<file path="src/rtl/brent_kung_unadd_pkg.sv">
// Shared types and default sizing for the digit-serial unadder (operand recovery stage).
package brent_kung_unadd_pkg;

  localparam int WIDTH_DEF  = 12;
  localparam int DIGIT_DEF  = 2;
  localparam int NUM_DIGITS = WIDTH_DEF / DIGIT_DEF;

  typedef enum logic [1:0] {
    IDLE = 2'd0,
    CALC = 2'd1,
    DONE = 2'd2
  } state_e;

  // A single-digit build still needs a 1-bit index register.
  function automatic int idx_width(input int n);
    return (n > 1) ? $clog2(n) : 1;
  endfunction

  localparam int IDX_W_DEF = idx_width(NUM_DIGITS);

endpackage

</file>
<file path="src/rtl/brent_kung_unadd_digit_sub.sv">
// Combinational DIGIT-bit subtract with borrow in/out; one slice of the serial borrow chain.
module digit_sub #(
  parameter int DIGIT = 2
) (
  input  logic [DIGIT-1:0] a,
  input  logic [DIGIT-1:0] b,
  input  logic             borrow_in,
  output logic [DIGIT-1:0] diff,
  output logic             borrow_out
);

  logic [DIGIT:0] res;

  // The extra top bit wraps to 1 exactly when a - b - borrow_in goes negative.
  assign res = {1'b0, a} - {1'b0, b} - {{DIGIT{1'b0}}, borrow_in};
  assign {borrow_out, diff} = res;

endmodule

</file>
<file path="src/rtl/brent_kung_unadd.sv">
// Digit-serial operand recovery A = SUM - B with inconsistency flag.
// Optional macro UNADD_LOOPBACK_EN adds out_ab (A and B re-interleaved for the adder).
//
// state | meaning
// IDLE  | in_ready high, waiting for a request
// CALC  | one DIGIT slice subtracted per cycle, borrow registered
// DONE  | out_valid high, result held until out_ready
module brent_kung_unadd
  import brent_kung_unadd_pkg::*;
#(
  parameter int WIDTH = WIDTH_DEF,
  parameter int DIGIT = DIGIT_DEF
) (
  input  logic             clk,
  input  logic             rst_n,
  input  logic             in_valid,
  output logic             in_ready,
  input  logic [WIDTH:0]   in_sum,
  input  logic [WIDTH-1:0] in_b,
  output logic             out_valid,
  input  logic             out_ready,
  output logic [WIDTH-1:0] out_a,
  output logic             out_err
`ifdef UNADD_LOOPBACK_EN
  ,
  output logic [2*WIDTH-1:0] out_ab
`endif
);

  localparam int NDIG = WIDTH / DIGIT;
  localparam int IDXW = idx_width(NDIG);
  localparam logic [IDXW-1:0] LAST_IDX = IDXW'(NDIG - 1);

  if (WIDTH % DIGIT != 0) begin : g_bad_digit
    $error("brent_kung_unadd: WIDTH must be a multiple of DIGIT");
  end

  state_e           state_q;
  logic [IDXW-1:0]  idx_q;
  logic             borrow_q;
  logic [WIDTH:0]   sum_q;
  logic [WIDTH-1:0] b_q;
  logic [WIDTH-1:0] a_q;
  logic             in_ready_q;
  logic             out_valid_q;
  logic             err_q;

  logic [DIGIT-1:0] diff_d;
  logic             borrow_d;
  int               pos;

  assign pos = int'(idx_q) * DIGIT;

  digit_sub #(.DIGIT(DIGIT)) u_digit_sub (
    .a          (sum_q[pos +: DIGIT]),
    .b          (b_q[pos +: DIGIT]),
    .borrow_in  (borrow_q),
    .diff       (diff_d),
    .borrow_out (borrow_d)
  );

  always_ff @(posedge clk or negedge rst_n) begin
    if (!rst_n) begin
      state_q     <= IDLE;
      idx_q       <= '0;
      borrow_q    <= 1'b0;
      sum_q       <= '0;
      b_q         <= '0;
      a_q         <= '0;
      in_ready_q  <= 1'b0;
      out_valid_q <= 1'b0;
      err_q       <= 1'b0;
    end else begin
      case (state_q)
        IDLE: begin
          in_ready_q <= 1'b1;
          if (in_valid && in_ready_q) begin
            sum_q      <= in_sum;
            b_q        <= in_b;
            borrow_q   <= 1'b0;
            idx_q      <= '0;
            err_q      <= 1'b0;
            in_ready_q <= 1'b0;
            state_q    <= CALC;
          end
        end
        CALC: begin
          a_q[pos +: DIGIT] <= diff_d;
          borrow_q          <= borrow_d;
          idx_q             <= idx_q + 1'b1;
          if (idx_q == LAST_IDX) begin
            // A carry-out that the final borrow does not cancel means no WIDTH-bit A fits.
            err_q       <= sum_q[WIDTH] ^ borrow_d;
            out_valid_q <= 1'b1;
            state_q     <= DONE;
          end
        end
        DONE: begin
          if (out_ready) begin
            out_valid_q <= 1'b0;
            in_ready_q  <= 1'b1;
            state_q     <= IDLE;
          end
        end
        default: state_q <= IDLE;
      endcase
    end
  end

  assign in_ready  = in_ready_q;
  assign out_valid = out_valid_q;
  assign out_a     = a_q;
  assign out_err   = err_q;

`ifdef UNADD_LOOPBACK_EN
  always_comb begin
    out_ab = '0;
    for (int i = 0; i < WIDTH; i++) begin
      out_ab[2*i]   = a_q[i];
      out_ab[2*i+1] = b_q[i];
    end
  end
`endif

endmodule

</file>
<file path="config.mk">
export PLATFORM = sky130hd
export DESIGN_NAME = brent_kung_unadd
export DESIGN_NICKNAME = d
export VERILOG_FILES = /design/src/rtl/brent_kung_unadd_pkg.sv /design/src/rtl/brent_kung_unadd_digit_sub.sv /design/src/rtl/brent_kung_unadd.sv
export SDC_FILE = /design/constraint.sdc
export NUM_CORES = 1
export LEC_CHECK = 0
export ABC_AREA = 1
export BUFFER_PORTS_ARGS = -buffer_cell sky130_fd_sc_hd__buf_4
export CORE_MARGIN = 1.5
export CORE_UTILIZATION = 50
export DETAILED_ROUTE_END_ITERATION = 12
export GPL_TIMING_DRIVEN = 0
export MAX_ROUTING_LAYER = met4
export PLACE_DENSITY = 0.73
export SLEW_MARGIN = 25
export SYNTH_ARGS = -nofsm -noshare
export SYNTH_HDL_FRONTEND = slang
export SYNTH_SLANG_ARGS = --single-unit
</file>
<file path="constraint.sdc">
create_clock -name clk -period 6.1 [get_ports clk]
set_input_delay 0.915 -clock clk [delete_from_list [all_inputs] [get_ports clk]]
set_output_delay 0.915 -clock clk [all_outputs]
set_load 0.01 [all_outputs]
</file>
==> metrics.csv <==
metric;value;unit
start_kind;register;
fin_cells;407;
layout.nets;391;
rsz0062_at_grt;no;
drcViolationCount;0;
routed_wirelength;4880;um
r2r_start;idx_q[1];
synth_mux_area_share;0;%
r2r_setup_slack;3340;ps
maxSlewViolCount;0;
synth-adder-area-share;4.88;%
num_vias;2049;
ff2ff_path_depth;12;
ys_warn_count;0;
cts_buffers;5;
grt_start_max_net_pins;47;
syn_area;2360;um2
setup_violations;0;
htree_levels;2;
synth_cell_types;26;
fmax;363;MHz
fin_worst_skew;3.64;ps
track_usage;22.3;%
power_leakage;0.00155;uW
die_y;71.7;um
synth_top_family_by_area;simple AND/OR/NAND/NOR gates;
synth_seq_cells;46;
hold_viol_final;0;
worstHoldStart;out_a[6];
fin_area;2840;um2
overflow;0;
io_buffers;43;
core;4440;um2
synth_compound_area_share;5.88;%
fillers;405;
start_util;53.1;%
synthArstFlopShare;100;%
synth_top_area_share;48.8;%
cp-end-kind;register;
antenna_found_initial;0;
hpwl;3520;um
cts_resized;0;
numPlacedInstances;399;
std_cell_rows;24;
maxCapViolations;0;
yosys-top-cells-area;dfrtp_1, nand2_1, nand3_1;
root_buffer;clkbuf_8;
dieWidth;71.7;um
tightestPinTransition;579;ps
grt_pass1_vias;2036;
initialDrtViolationCount;126;
yosysMostFrequentCell;nand2_1;
hold_class;reg2reg;
viasPerCell;5.03;
multi_input_area;1010;um2
cts_hold_buf;0;
worstPathRequired;6290;ps
synthFlopType;dfrtp_1;
clkTransAtPathRegs;80;ps
gp_congestion;0.859;
postCtsSetupBuffers;0;
antenna_cells;0;
synth-simple-area-share;31.7;%
drtPass1Iterations;6;
synth_nets;341;
grt_pass1_wl;8830;um
period_needed;2760;ps
cts_sinks;46;
drive_above_1_share;19.4;%
postRouteAntennaNets;0;
syn_to_final_growth;20.3;%
ys_top_cells_by_count;nand2_1, dfrtp_1, nor2_1;
r2r_end;out_a[3];
setup-tns-final;0;ps
fin_crit_sh;45.2;%
synth_edf_count;0;
relSlewSlack;61.4;%
yosysTopAreaCell;dfrtp_1;
synth_xor_area_share;0.371;%
cts_tree;done;
worst_hold_path.endpoint;out_a[6];
worstPathMaxFanout;11;
dieArea;5140;um2
seq_area_frac_synth;48.8;%
ff_latch_area;1150;um2
io_pins;44;
clock_tree.buffer_depth;2;
critPathArrivalTime;2950;ps
synth_cells;304;
post-route-util;63.9;%
clock_latency;300;ps
hold_depth;2;
place_area;2750;um2
ir_drop;235;uV
crit_type;reg2reg;
powerDensity;547;nW/um2
avgSynthCellArea;7.77;um2
outcome;complete, no violations;
post_drt_wl_per_cell;12.0;um
## placed cells by master, fill, tap and decap left out
cell	n
nand3_2	2
o21ai_1	10
dfrtp_1	46
or2_2	1
nor2_1	30
nor3_1	2
o21ai_0	9
xor2_1	1
buf_6	5
a31oi_1	1
inv_4	2
o31ai_1	1
clkinv_2	1
inv_1	24
buf_4	46
nor2_2	1
nand2_1	123
clkinv_1	2
ha_1	6
clkbuf_1	1
o22ai_1	1
nand2_2	2
fa_1	2
clkbuf_8	6
a21oi_1	3
nand3_1	24
buf_2	1
inv_2	1
a21oi_2	1
## metrics by stage
stage / setup WS (ps) / hold WS (ps) / power [uW]
floorplan: 3800 / 444 / 1120
global placement: 3360 / 457 / 1340
detailed placement: 3340 / 460 / 1360
CTS: 3330 / 481 / 1560
global route: 3150 / 509 / 1720
finish: 3340 / 477 / 1550
## critical path: stages (launching register included)
cell	delay [ps]
dfrtp_1	550
clkinv_1	380
nand2_1	220
nor2_1	60
o21ai_0	70
nand2_1	90
fa_1	380
inv_1	80
fa_1	470
nand3_1	140
nor2_1	70
nand3_1	80
nand2_1	50
## final cells by class
cell class / instances / share of cell area [%]
plain buffers: 9 / 2.95
clock buffers: 7 / 3.04
clock inverters: 1 / 0.176
inverters: 29 / 4.01
multi-input cells: 220 / 35.6
flip-flops and latches: 46 / 40.5
well taps: 52 / 2.29
repair buffers: 43 / 11.4
## metal layers
layer  routed length [um]  vias up  track usage [%]
li1                     -     1048                -
met1                 2370      945             30.2
met2                 2240       49             34.0
met3                  176        7             3.38
met4                   89        0             8.81
met5                    0        -                -
## worst max path at each step
| stage | from | cells after the start | end |
|---|---|---|---|
| 2_1_floorplan | idx_q[0] | 14 | out_a[3] |
| 3_3_place_gp | idx_q[1] | 12 | out_a[3] |
| 3_5_place_dp | idx_q[1] | 12 | out_a[3] |
| 4_1_cts | idx_q[1] | 12 | out_a[3] |
| 5_1_grt | idx_q[1] | 12 | out_a[3] |
| 6_report | idx_q[1] | 12 | out_a[3] |
## sequential cells by signal (all words and copies together), names as in the netlist
name / flops
out_a: 12
state_q: 2
sum_q: 13
idx_q: 3
b_q: 12
borrow_q: 1
out_err: 1
out_valid: 1
in_ready: 1
## cell families (layout without fill, tap and decap cells)
group / Yosys count / count (layout)
AND/OR/NAND/NOR: 185 / 185
flip-flops: 46 / 46
buffers and inverters: 38 / 89
AO/OA/AOI/OAI: 26 / 26
adder cells (fa/ha/maj): 8 / 8
XOR/XNOR: 1 / 1
## where the power goes
group,switching (uW),total [uW],internal (uW)
registers,87.1,525,438
logic,514,835,322
clock network,101,192,91.5
total,701,1550,851
(Power assumes the default switching activity.)
